File: src/rtl/piece_drop.sv
// rtl/piece_drop.sv - active-piece engine: spawn, gravity, lateral moves, landing and merge
// Hands the merged board to the line-clear block and adopts the board it returns.
module piece_drop #(
  parameter int ROWS      = 8,
  parameter int SPAWN_ROW = 0
) (
  input  logic              clka,
  input  logic              rst,
  input  logic              start,
  input  logic [1:0]        curr_piece,
  input  logic              drop_tick,
  input  logic              move_left,
  input  logic              move_right,
  input  logic [4*ROWS-1:0] board_in,
  input  logic              clear_done,
  output logic [4*ROWS-1:0] board_out,
  output logic [4*ROWS-1:0] piece_mask,
  output logic              clear_req,
  output logic              landed,
  output logic              busy,
  output logic              game_over
);

  localparam int W = 4 * ROWS;
  localparam logic [W-1:0] COL0 = {ROWS{4'b0001}};
  localparam logic [W-1:0] COL3 = {ROWS{4'b1000}};

  typedef enum logic [1:0] {IDLE, FALL, WAIT_CLR, OVER} state_t;

  state_t state, state_next;

  logic [W-1:0] board_next, mask_next;
  logic         landed_next, clear_next, over_next;

  logic [7:0]   spawn_base;
  logic [W-1:0] spawn_mask;
  logic         spawn_hit;
  logic [W-1:0] down_mask, left_mask, right_mask, merged;
  logic         drop_blocked, left_ok, right_ok, merged_full;

  function automatic logic has_full_row(input logic [W-1:0] b);
    logic full;
    full = 1'b0;
    for (int r = 0; r < ROWS; r++) begin
      if (b[4*r +: 4] == 4'hF) full = 1'b1;
    end
    return full;
  endfunction

  // Spawn patterns are defined for the top two rows, then moved down to SPAWN_ROW.
  always_comb begin
    case (curr_piece)
      2'b00:   spawn_base = 8'h02;
      2'b01:   spawn_base = 8'h06;
      2'b10:   spawn_base = 8'h66;
      default: spawn_base = 8'h62;
    endcase
    spawn_mask = {{(W-8){1'b0}}, spawn_base} << (4 * SPAWN_ROW);
    spawn_hit  = |(spawn_mask & board_out);
  end

  // Column guards stop a lateral shift from wrapping into the neighbouring row.
  always_comb begin
    down_mask    = piece_mask << 4;
    left_mask    = piece_mask >> 1;
    right_mask   = piece_mask << 1;
    merged       = board_out | piece_mask;
    drop_blocked = (|piece_mask[W-1:W-4]) || (|(down_mask & board_out));
    left_ok      = ~|(piece_mask & COL0) && ~|(left_mask & board_out);
    right_ok     = ~|(piece_mask & COL3) && ~|(right_mask & board_out);
    merged_full  = has_full_row(merged);
  end

  always_ff @(posedge clka) begin
    if (rst) begin
      state      <= IDLE;
      board_out  <= '0;
      piece_mask <= '0;
      clear_req  <= 1'b0;
      landed     <= 1'b0;
      game_over  <= 1'b0;
    end else begin
      state      <= state_next;
      board_out  <= board_next;
      piece_mask <= mask_next;
      clear_req  <= clear_next;
      landed     <= landed_next;
      game_over  <= over_next;
    end
  end

  always_comb begin
    state_next = state;
    case (state)
      IDLE: begin
        if (start) state_next = spawn_hit ? OVER : FALL;
      end
      FALL: begin
        if (drop_tick && drop_blocked) state_next = merged_full ? WAIT_CLR : IDLE;
      end
      WAIT_CLR: begin
        if (clear_done) state_next = IDLE;
      end
      default: state_next = OVER;
    endcase
  end

  // A drop_tick always wins the cycle; a move on the same cycle is dropped.
  always_comb begin
    board_next  = board_out;
    mask_next   = piece_mask;
    clear_next  = clear_req;
    landed_next = 1'b0;
    over_next   = game_over;
    case (state)
      IDLE: begin
        if (start) begin
          if (spawn_hit) over_next = 1'b1;
          else           mask_next = spawn_mask;
        end
      end
      FALL: begin
        if (drop_tick) begin
          if (drop_blocked) begin
            board_next  = merged;
            mask_next   = '0;
            landed_next = 1'b1;
            clear_next  = merged_full;
          end else begin
            mask_next = down_mask;
          end
        end else if (move_left && !move_right) begin
          if (left_ok) mask_next = left_mask;
        end else if (move_right && !move_left) begin
          if (right_ok) mask_next = right_mask;
        end
      end
      WAIT_CLR: begin
        if (clear_done) begin
          board_next = board_in;
          clear_next = 1'b0;
        end
      end
      default: ;
    endcase
  end

  assign busy = (state != IDLE);

endmodule
File: config.mk
export PLATFORM = sky130hd
export DESIGN_NAME = piece_drop
export DESIGN_NICKNAME = d
export VERILOG_FILES = /design/src/rtl/piece_drop.sv
export SDC_FILE = /design/constraint.sdc
export NUM_CORES = 1
export LEC_CHECK = 0
export BUFFER_PORTS_ARGS = -buffer_cell sky130_fd_sc_hd__buf_2
export CAP_MARGIN = 20
export CORE_MARGIN = 2
export CORE_UTILIZATION = 58
export CTS_CLUSTER_DIAMETER = 100
export DETAILED_ROUTE_END_ITERATION = 7
export PLACE_DENSITY = 0.92
export SLEW_MARGIN = 20
export SYNTH_ARGS = -nofsm -noshare
export SYNTH_HDL_FRONTEND = slang
export SYNTH_SLANG_ARGS = --single-unit
export TNS_END_PERCENT = 100
File: constraint.sdc
create_clock -name clka -period 3.5 [get_ports clka]
set_input_delay 0.35 -clock clka [delete_from_list [all_inputs] [get_ports clka]]
set_output_delay 0.35 -clock clka [all_outputs]
set_load 0.03 [all_outputs]
# Yosys cells after proc, flatten, opt, wreduce, memory -nomap -nowiden
# Cells that the tools add are included.
totals:
  ff_bits: 69
  inputBits: 41
  elab_cells: 96
classes:
  eq_ne: 21
  muxes: 33
  bitwise_logic: 7
  n_reduce_logical: 29
ops:
  columns: ["op", "n"]
  rows:
  - ["$mux W32", 11]
  - ["$pmux W32 S2", 2]
  - ["$reduce_or A32 Y1", 4]
  - ["$and A32 B32 Y32", 2]
  - ["$and A31 B32 Y32", 1]
  - ["$and A8 B32 Y32", 1]
  - ["$eq A4 B4 Y1 const B", 8]
  - ["$or A32 B32 Y32", 1]
  - ["$pmux W7 S3", 1]
  - ["$reduce_or A8 Y1", 2]
  - ["$mux W1", 12]
  - ["$ne A2 B2 Y1 const B", 6]
  - ["$ne A4 B4 Y1 const B", 3]
  - ["$mux W2", 5]
  - ["$logic_not A1 Y1", 6]
  - ["$pmux W2 S3", 1]
  - ["$reduce_and A3 Y1", 2]
  - ["$reduce_and A6 Y1", 1]
  - ["$reduce_bool A2 Y1", 3]
  - ["$logic_and A1 B1 Y1", 5]
  - ["$eq A2 B1 Y1 const B", 2]
  - ["$eq A2 B2 Y1 const B", 2]
  - ["$logic_not A2 Y1", 2]
  - ["$reduce_and A4 Y1", 1]
  - ["other kinds (5)", 6]

# Longest topological paths before layout
# Gate-level depths: netlist (run 1).
depth:
  ltp_word: 13
  depth_mapped: 10
  depth_no_buf: 8

# Worst setup path after synthesis (run 1)
# OpenSTA, ideal clock, no wires.
synth_path:
  path_type: "register to register"
  from: "register piece_mask[28]"
  to: "register piece_mask[21]"
  t_arrival_ps: 2178
  required_ps: 3378
  setup_slack_ps: 1200
  path_stages_with_launch: 9
  period_less_slack_ps: 2300
  path_cell_list: "dfxtp_1 buf_2 a22oi_1 nand4_1 or4_4 o21ai_4 nand2_4 buf_6 o311a_1"
synth_via:
  elab_chain_cells: 6
  word_cells_on_any_way: 18
  classes_between: "2 x eq/ne; 3 x mux; 2 x bitwise; 11 x reduce/logical"
synth_rtl:
  columns: ["element", "line_no", "source"]
  rows:
  - ["start, declared", "17", "output logic [4*ROWS-1:0] piece_mask,"]
  - ["start signal, assigned", "85", "piece_mask <= mask_next;"]
  - ["$and A32 B32 Y32 / $and A31 B32 Y32 (equally long branches)", "70, 69", null]
  - ["$reduce_or A32 Y1, on equally long branches", "70, 69", null]
  - ["$logic_not A1 Y1, on equally long branches", "70, 69", null]
  - ["$logic_and A1 B1 Y1, on equally long branches", "70, 69", null]
  - ["$ne A4 B4 Y1 (no source line)", null, null]
  - ["$reduce_and A6 Y1 (no source line)", null, null]
# Several ways; a longest one is shown, not always the timed one.
# A chain may end at the register's enable or synchronous reset.

# Worst setup path in the final report (run 1)
layout_path:
  from: "register piece_mask[29]"
  to: "register board_out[18]"
layout_via:
  elab_chain_cells: 4
layout_rtl:
  columns: ["element", "line_no", "source"]
  rows:
  - ["$reduce_or A4 Y1", "68", "drop_blocked = (|piece_mask[W-1:W-4]) || (|(down_mask & board_out));"]
  - ["$logic_or A1 B1 Y1", "68", null]
  - ["$ne A2 B2 Y1 (no source line)", null, null]
  - ["$reduce_and A4 Y1 (no source line)", null, null]
  - ["end signal, assigned", "84", "board_out <= board_next;"]
  - ["end, declared", "16", "output logic [4*ROWS-1:0] board_out,"]
# No other way between the ends.

==> impl_metrics.csv, run 1 <==
group,metric,value,unit
run_status,status,"completed",
cts,clockBufferDepth,2,
worst_setup_path,crit_type,"flop to flop",
cells_and_area,drive_gt1_share,27.4,%
drt,ant_nets,0,
cts,clock_latency,0.35,ns
placed_design,port_buffers,108,
logic_synthesis,synth.distinct_cells,43,
cells_and_area,nets,669,
global_route,grt-ovfl-total,0,
timing,finalCritPeriodShare,83.5,%
placed_design,hpwl,12100,um
logic_synthesis,seq_area_frac_synth,32.0,%
cts,cts_resized,0,
worst_setup_path,end_kind,"flop",
logic_synthesis,synthCells,548,
cts,clk_pin_slew_worst_paths,0.08,ns
global_route,grt_max_degree,59,
worst_hold_path,whs_endpoint,"board_out[5]$_SDFFE_PP0P_",
worst_hold_path,holdPathStages,2,
global_route,grt_pass1_wl,27200,um
global_route,grt.total_usage,41.5,%
placed_design,gp_congestion,1.13,
pwr,p_leak,2.04,nW
global_route,grt_pass1_vias,4864,
pwr,ir_drop,0.544,mV
cells_and_area,antenna_cells,0,
drt,routed_wl,17300,um
worst_setup_path,r2r.worst_path.cells,7,
logic_synthesis,synth-edff-count,0,
floorplan,coreArea,7210,um2
drt,route.detailed.drc,0,
worst_setup_path,r2r-end,"board_out[18]$_SDFFE_PP0P_",
cts,cts_tree,"built",
cts,hold_buffers,0,
timing,finClkSkew,0.0106,ns
cts,cts_made_buffers,9,
run,timing.max_cap.violations,0,
timing,slew_violations,0,
placed_design,place_area,4820,um2
cts,cts_num_sinks,69,
worst_setup_path,cp_max_fo,35,
timing,layout_min_cycle_time,2.92,ns
cts,cts_root_buf,"clkbuf_8",
floorplan,dieArea,8150,um2
logic_synthesis,ys_top_cells_by_area,"dfxtp_1 (32%), a21oi_1 (8.6%), a22oi_1 (7.1%)",
cts,post_cts_buffers,0,
worst_setup_path,worstPathArrival,3.20,ns
cells_and_area,fillers,622,
logic_synthesis,synth.cell_area,4320,um2
timing,rsz0062_at_grt,"no",
worst_hold_path,hp-class,"input pin to flop",
logic_synthesis,ys.flop_type,"dfxtp_1",
timing,whs,0.279,ns
worst_setup_path,start_kind,"flop",
timing,setup_tns,0,ns
floorplan,die_w,90.3,um
worst_setup_path,cp.required,3.78,ns
logic_synthesis,synthArstFlopShare,0,%
drt,wire_per_inst,23.8,um
logic_synthesis,ys_ff_latch,69,
timing,setup-violations-final,0,
timing,tightest_slew,1.10,ns
logic_synthesis,synth.avg_cell_area,7.88,um2
logic_synthesis,synth.top_cell.area_share,32.0,%
floorplan,initial_core_util,59.9,%
timing,hold_viol,0,
pwr,p_per_area,878,nW/um2
drt,first_iter_violations,841,
timing,slew_headroom,26.6,%
global_route,antenna_found_initial,0,
logic_synthesis,yosysTopAreaCell,"dfxtp_1",
logic_synthesis,synth_nets,595,
worst_hold_path,hold_start,"board_in[5]",
floorplan,rows,31,
floorplan,io-pin-count,109,
drt,first_pass_iters,7,
logic_synthesis,yosysWarnings,0,
drt,drt-vias-per-instance,7.27,
drt,dr_total_vias,5275,
worst_setup_path,timing.rr.start,"piece_mask[29]$_SDFFE_PP0P_",
pwr,finalPower,4.39,mW
floorplan,die_y,90.3,um
cells_and_area,syn2layout_area_growth,15.8,%
cells_and_area,design_area,5000,um2
timing,fmax,0.342,GHz
worst_setup_path,r2r_setup_slack,0.58,ns
cts,h-tree-depth,3,
==> placed cells by master, fill, tap and decap left out, types with 2 or more instances in the layout <==
cell and instances:
a211oi_1 3, a21oi_1 74, a22o_1 4, a22oi_1 41, and2_1 3, buf_2 108, buf_4 14, clkbuf_8 11
clkinv_2 3, dfxtp_1 69, ha_1 6, inv_1 37, nand2_1 32, nand3_1 2, nand4_1 10, nor2_1 7
nor2b_1 3, nor3_1 32, nor4_1 7, o211ai_1 4, o21a_1 2, o21ai_0 54, o21ai_4 2, o221a_1 8
o221a_2 26, o221ai_1 2, o22ai_1 21, o311a_1 24, or4_4 2
==> per-stage QoR <==
stage / worst slack [ns] / utilization (%) / std cells
after floorplan: 1.20 / - / 548
after global placement: 0.770 / 66.9 / 710
after detailed placement: 0.709 / 66.9 / 710
after CTS: 0.673 / 69.3 / 726
after global routing: 0.441 / 69.3 / 726
final: 0.576 / 69.3 / 726
==> power by group <==
part	total [mW]	switching (mW)	internal, mW
clock network	0.607	0.314	0.293
registers	1.50	0.495	1.00
logic	2.28	1.58	0.709
total	4.39	2.38	2.01
==> worst max path at each step <==
stage	slack (ns)	cells after the start	end	start
3_5_place_dp	0.71	7	board_out[18]$_SDFFE_PP0P_	piece_mask[29]$_SDFFE_PP0P_
2_1_floorplan	1.20	8	piece_mask[21]$_SDFFE_PP0P_	piece_mask[28]$_SDFFE_PP0P_
6_report	0.58	7	board_out[18]$_SDFFE_PP0P_	piece_mask[29]$_SDFFE_PP0P_
4_1_cts	0.67	7	board_out[18]$_SDFFE_PP0P_	piece_mask[28]$_SDFFE_PP0P_
3_3_place_gp	0.77	7	board_out[18]$_SDFFE_PP0P_	piece_mask[29]$_SDFFE_PP0P_
5_1_grt	0.44	7	board_out[18]$_SDFFE_PP0P_	piece_mask[28]$_SDFFE_PP0P_
==> Yosys cell counts (2+ instances only) <==
master	count
and2_1	3
a22o_1	4
buf_4	6
a21oi_1	74
nor2_1	8
nand4_1	10
nand3_1	2
o221ai_1	2
dfxtp_1	69
a211oi_1	3
nor3_1	33
clkbuf_1	43
o21ai_0	54
nor2b_1	3
buf_2	5
o311a_1	24
o221a_2	26
o211ai_1	4
nor4_1	7
o21ai_4	2
o22ai_1	21
inv_1	37
o221a_1	8
ha_1	6
o21a_1	2
nand2_1	32
a22oi_1	41
or4_4	2
buf_6	3
==> sequential cells by signal, indices dropped and copies added (netlist names) <==
register,cells
game_over,1
piece_mask,32
clear_req,1
landed,1
state,2
board_out,32
==> cell type report <==
type                       instances  area [um2]  area share, %
multi-input combinational        383        2530           50.7
sequential                        69        1380           27.6
timing repair buffer             122         646           12.9
clock buffer                      12         155           3.10
inverter                          37         139           2.78
tap                               99         124           2.48
clock inverter                     4        22.5          0.450
==> logic make-up after synthesis <==
logic type / synth area share, %
fa+ha+maj: 1.74
compound gates: 44.3
mux: 0.232
simple gates: 12.3
flops: 32.0
buf+inv: 9.56
==> metal layers <==
| metal | global-route usage (%) | vias to the layer above | share of wire (%) |
|---|---|---|---|
| met4 | 19.5 | 0 | 5.9 |
| met1 | 56.8 | 2393 | 39 |
| met5 | 0 | - | 0 |
| li1 | - | 2275 | - |
| met2 | 62.2 | 498 | 43 |
| met3 | 9.60 | 109 | 12 |
==> critical path, cell delays in order, from the launching register on <==
cell and delay, ns:
dfxtp_1 0.44, nor4_1 0.34, nand3_1 0.12, or4_4 0.71
o21ai_4 0.20, buf_4 0.36, a21o_4 0.40, o221a_1 0.27
Note: power is estimated with default switching activity, not from simulation.
==> run 2: changes to the inputs <==
--- a/config.mk
+++ b/config.mk
@@ -8,10 +8,10 @@
 export BUFFER_PORTS_ARGS = -buffer_cell sky130_fd_sc_hd__buf_2
 export CAP_MARGIN = 20
 export CORE_MARGIN = 2
-export CORE_UTILIZATION = 58
+export CORE_UTILIZATION = 49
 export CTS_CLUSTER_DIAMETER = 100
 export DETAILED_ROUTE_END_ITERATION = 7
-export PLACE_DENSITY = 0.92
+export PLACE_DENSITY = 0.83
 export SLEW_MARGIN = 20
 export SYNTH_ARGS = -nofsm -noshare
 export SYNTH_HDL_FRONTEND = slang
==> constraint.sdc (replaced) <==
create_clock -name clka -period 2.6 [get_ports clka]
set_input_delay 0.26 -clock clka [delete_from_list [all_inputs] [get_ports clka]]
set_output_delay 0.26 -clock clka [all_outputs]
set_load 0.03 [all_outputs]
==> run 2 against run 1 <==
Compared with the run above: clock power up 41%; via count up 0.80%; sequential share of layout area down 1.2 points; design area up 4.6%; first-iteration DRC count down 18%; critical path depth unchanged; register-to-register slack worse by 0.49 ns; cell count up 4.5%; worst setup slack worse by 0.49 ns; routed wire length up 1.8%; largest power group unchanged; highest routed layer unchanged.
==> impl_metrics.csv, run 2 (synthesis results as in run 1) <==
group,metric,value,unit
placed_design,hpwl,12500,um
floorplan,die_w,97.9,um
pwr,finalPower,6.19,mW
floorplan,die_y,97.9,um
pwr,seqPwrFrac,31.8,%
run,timing.max_cap.violations,0,
drt,routed_wl,17600,um
global_route,grt_max_degree,38,
pwr,ir_drop,0.514,mV
cts,clock_latency,0.35,ns
worst_setup_path,cp.required,2.82,ns
cells_and_area,post-route-util,60.6,%
worst_hold_path,hp-class,"input pin to flop",
worst_setup_path,timing.rr.start,"piece_mask[19]$_SDFFE_PP0P_",
worst_setup_path,worstPathArrival,2.74,ns
cells_and_area,mostFrequentLayoutCell,"buf_2",
cells_and_area,layout_common_cells,"buf_2 (108), a21oi_1 (74), dfxtp_1 (69)",
floorplan,coreArea,8640,um2
pwr,p_per_area,1180,nW/um2
worst_setup_path,start_kind,"flop",
placed_design,preCtsSetupSlack,0.132,ns
worst_hold_path,holdPathStages,2,
worst_setup_path,r2r.worst_path.cells,7,
drt,first_pass_iters,8,
placed_design,port_buffers,108,
global_route,grt_pass1_vias,4791,
pwr,p_sw,3.28,mW
timing,layout_min_cycle_time,2.52,ns
cells_and_area,antenna_cells,0,
timing,setup-violations-final,0,
global_route,grt.total_usage,35.2,%
pwr,p_leak,2.18,nW
global_route,grt-ovfl-total,0,
cts,h-tree-depth,3,
cts,cts_num_sinks,69,
timing,whs,0.175,ns
drt,drt-vias-per-instance,7.01,
pwr,power.internal,2.91,mW
timing,tightest_slew,0.615,ns
global_route,antenna_found_initial,0,
cts,cts_made_buffers,9,
pwr,p_clk_share,13.8,%
cells_and_area,fillers,802,
pwr,switching_share,53.0,%
worst_setup_path,slowest_stage,"or4_4",
worst_hold_path,hold_start,"board_in[18]",
worst_setup_path,crit_type,"flop to flop",
cells_and_area,syn2layout_area_growth,21.1,%
cells_and_area,nets,694,
worst_setup_path,end_kind,"flop",
worst_setup_path,cp_max_fo,27,
worst_setup_path,crit_path_end,"piece_mask[21]$_SDFFE_PP0P_",
run_status,status,"completed",
timing,finalCritPeriodShare,96.8,%
pwr,combPwrFrac,54.4,%
timing,setup_tns,0,ns
floorplan,initial_core_util,50.0,%
floorplan,io-pin-count,109,
cts,clk_pin_slew_worst_paths,0.08,ns
global_route,grt_pass1_wl,27000,um
worst_setup_path,r2r_setup_slack,0.08,ns
drt,route.detailed.drc,0,
drt,first_iter_violations,689,
cts,cts_tree,"built",
timing,finClkSkew,0.00975,ns
floorplan,dieArea,9580,um2
cts,hold_buffers,0,
floorplan,rows,34,
timing,hold_viol,0,
drt,wire_per_inst,23.1,um
timing,rsz0062_at_grt,"no",
worst_setup_path,r2r-end,"piece_mask[21]$_SDFFE_PP0P_",
cells_and_area,top_regs,"board_out x32, piece_mask x32, state x2",
worst_setup_path,critPathMaxStageDelay,0.52,ns
placed_design,gp_congestion,1.09,
cts,clockBufferDepth,2,
timing,slew_violations,0,
timing,slew_headroom,59.0,%
cells_and_area,drive_gt1_share,30.4,%
cts,cts_root_buf,"clkbuf_8",
worst_setup_path,worstSetupStartpoint,"piece_mask[19]$_SDFFE_PP0P_",
timing,fmax,0.397,GHz
drt,ant_nets,0,
worst_setup_path,critical_path.cell_chain,"buf_4, a22oi_1, nand4_1, or4_4, o21ai_4, nand2_8, o311a_1",
drt,dr_total_vias,5317,
timing,fin_ws,0.0825,ns
## run 2: area by class of cell
type | instances | area [um2] | share of cell area, %
Multi-Input combinational cell | 383 | 2550 | 48.7
Sequential cell | 69 | 1380 | 26.4
Timing Repair Buffer | 147 | 846 | 16.2
Inverter | 37 | 139 | 2.65
Tap cell | 108 | 135 | 2.58
Clock buffer | 10 | 128 | 2.44
Clock inverter | 5 | 52.6 | 1.00
## run 2: worst min-delay path by stage
stage	to
finish	board_out[18]$_SDFFE_PP0P_
global route	board_out[27]$_SDFFE_PP0P_
CTS	board_out[18]$_SDFFE_PP0P_
detailed placement	game_over$_SDFFE_PP0P_
global placement	game_over$_SDFFE_PP0P_
floorplan	piece_mask[31]$_SDFFE_PP0P_
## run 2: repair_timing
item                                    4_1_cts  5_1_grt
buffers inserted                              0        0
endpoints found under the hold margin         0        0
gates resized for setup                       0        2
endpoints found under the setup margin        0        6
## run 2: per-layer routing
| layer | part of all wire, % | track usage [%] |
|---|---|---|
| met1 | 40 | 48.9 |
| met3 | 10 | 6.30 |
| met4 | 5.3 | 17.5 |
| met2 | 44 | 52.5 |
| met5 | 0 | 0 |
## run 2: power groups by stage
stage	registers (mW)	logic, mW	clock network [mW]
after floorplan	2.23	1.85	0
after global placement	1.95	3.20	0
after detailed placement	1.95	3.26	0
after CTS	1.92	3.27	0.861
after global routing	1.98	3.57	0.910
final	1.97	3.36	0.854
## run 2: worst max-delay path, delay by kind of cell, from the launching register on
kind	cells	cell delay (ns)
compound gates	3	0.98
simple gates	3	0.85
flops	1	0.36
buf+inv	1	0.18
## run 2: through the flow
step / instance area [um2] / std cells
final: 5230 / 759
after global routing: 5230 / 759
after CTS: 5220 / 759
after detailed placement: 5030 / 744
after global placement: 5030 / 744
after floorplan: 4320 / 548
==> run 3: changes to the inputs <==
==> constraint.sdc (replaced) <==
create_clock -name clka -period 2.6 [get_ports clka]
set_input_delay 0.65 -clock clka [delete_from_list [all_inputs] [get_ports clka]]
set_output_delay 0.65 -clock clka [all_outputs]
set_load 0.03 [all_outputs]
==> run 3 against run 2 <==
Compared with the run above: combinational power about the same; global-route usage down 0.18 points; routed wire length is 1.9% lower; maximum frequency fell by 0.56%; design area up 1.4%; critical path type unchanged; highest routed layer unchanged.
==> impl_metrics.csv, run 3 (synthesis results as in run 1) <==
group,metric,value,unit
cells_and_area,syn2layout_area_growth,22.8,%
placed_design,place_area,5050,um2
drt,ant_nets,0,
worst_setup_path,cp_max_fo,27,
timing,fin_ws,0.0684,ns
global_route,grt-ovfl-total,0,
pwr,p_per_area,1200,nW/um2
timing,finalCritPeriodShare,97.4,%
worst_hold_path,hold_start,"game_over$_SDFFE_PP0P_",
cells_and_area,drive_gt1_share,30.7,%
cells_and_area,layout_common_cells,"buf_2 (108), a21oi_1 (74), dfxtp_1 (69)",
timing,layout_min_cycle_time,2.53,ns
worst_hold_path,hp-class,"flop to flop",
cts,cts_made_buffers,9,
placed_design,hpwl,12100,um
floorplan,coreArea,8640,um2
run_status,status,"completed",
cts,cts_num_sinks,69,
timing,hold_viol,0,
pwr,power.internal,3.07,mW
cells_and_area,antenna_cells,0,
floorplan,rows,34,
cts,post_cts_buffers,0,
pwr,p_clk_share,16.5,%
timing,fmax,0.395,GHz
cells_and_area,nets,693,
cells_and_area,mostFrequentLayoutCell,"buf_2",
global_route,antenna_found_initial,0,
worst_setup_path,start_kind,"flop",
timing,setup_tns,0,ns
cts,cts_tree,"built",
worst_setup_path,end_kind,"flop",
cts,clockBufferDepth,2,
drt,first_iter_violations,772,
pwr,combPwrFrac,52.5,%
cells_and_area,fillers,797,
drt,routed_wl,17200,um
placed_design,preCtsSetupSlack,0.0104,ns
worst_setup_path,crit_type,"flop to flop",
cts,clk_pin_slew_worst_paths,0.08,ns
global_route,grt_pass1_wl,27200,um
run,timing.max_cap.violations,0,
worst_setup_path,worstPathArrival,2.78,ns
cells_and_area,top_regs,"board_out x32, piece_mask x32, state x2",
pwr,switching_share,51.9,%
drt,dr_total_vias,5326,
global_route,grt_max_degree,40,
timing,whs,0.493,ns
drt,first_pass_iters,7,
pwr,ir_drop,0.489,mV
floorplan,die_y,97.9,um
drt,route.detailed.drc,0,
timing,finClkSkew,0.0142,ns
worst_setup_path,worstSetupStartpoint,"piece_mask[29]$_SDFFE_PP0P_",
floorplan,dieArea,9580,um2
floorplan,initial_core_util,50.0,%
worst_setup_path,cp.required,2.85,ns
pwr,p_sw,3.31,mW
global_route,grt.total_usage,35.0,%
global_route,grt_pass1_vias,4999,
pwr,p_leak,2.20,nW
placed_design,dpl.cell_count,743,
drt,drt-vias-per-instance,7.02,
timing,slew_violations,0,
pwr,seqPwrFrac,31.0,%
timing,slew_headroom,56.8,%
timing,tightest_slew,0.648,ns
cts,cts_root_buf,"clkbuf_8",
floorplan,io-pin-count,109,
cells_and_area,fin_cells,759,
drt,wire_per_inst,22.7,um
cts,clock_latency,0.37,ns
placed_design,port_buffers,108,
cells_and_area,design_area,5300,um2
worst_setup_path,timing.rr.start,"piece_mask[29]$_SDFFE_PP0P_",
floorplan,die_w,97.9,um
timing,rsz0062_at_grt,"no",
placed_design,gp_congestion,1.15,
cts,h-tree-depth,3,
timing,setup-violations-final,0,
run 3: area by class of cell:
cell class              count  area (um2)  area share, %
inverters                  37         139           2.62
repair buffers            146         863           16.3
flip-flops and latches     69        1380           26.0
well taps                 108         135           2.55
clock inverters             5        82.6           1.56
clock buffers              11         151           2.85
multi-input cells         383        2550           48.1
run 3: power groups by stage:
stage	Combinational, mW	Clock, mW	Sequential, mW
2_1_floorplan	1.85	0	2.23
3_3_place_gp	3.17	0	1.95
3_5_place_dp	3.24	0	1.94
4_1_cts	3.26	1.05	1.92
5_1_grt	3.57	1.08	1.98
6_report	3.36	1.05	1.98
run 3: what timing repair did:
action | in CTS | in global routing
hold buffers | 0 | 0
resized for setup | 0 | 3
endpoints found under the hold margin | 0 | 0
setup endpoints to repair | 0 | 27
run 3: layer usage:
layer	vias to the layer above	GRT usage (%)	part of all wire, %
li1	2319	-	-
met1	2468	46.1	38
met2	449	54.4	45
met3	90	8.09	12
met4	0	16.5	4.7
met5	-	0	0
run 3: worst paths after layout:
| path | to | slack, ns | depth (start not counted) |
|---|---|---|---|
| min reg2reg | game_over$_SDFFE_PP0P_ | 0.49 | 2 |
| max | piece_mask[9]$_SDFFE_PP0P_ | 0.07 | 7 |
| max reg2reg | piece_mask[9]$_SDFFE_PP0P_ | 0.07 | 7 |
| min | game_over$_SDFFE_PP0P_ | 0.49 | 2 |
run 3: stage by stage:
stage               power, mW  utilization, %
global placement         5.12            58.5
CTS                      6.23            61.2
floorplan                4.08               -
detailed placement       5.19            58.5
global route             6.63            61.4
finish                   6.39            61.4
run 3: worst max-delay path, cell delays in order (launching register included):
cell and delay, ns:
dfxtp_1 0.34, buf_4 0.18, a22oi_1 0.22, nand4_1 0.22, or4_4 0.59, o21ai_4 0.28
nand2_8 0.18, o311a_1 0.39
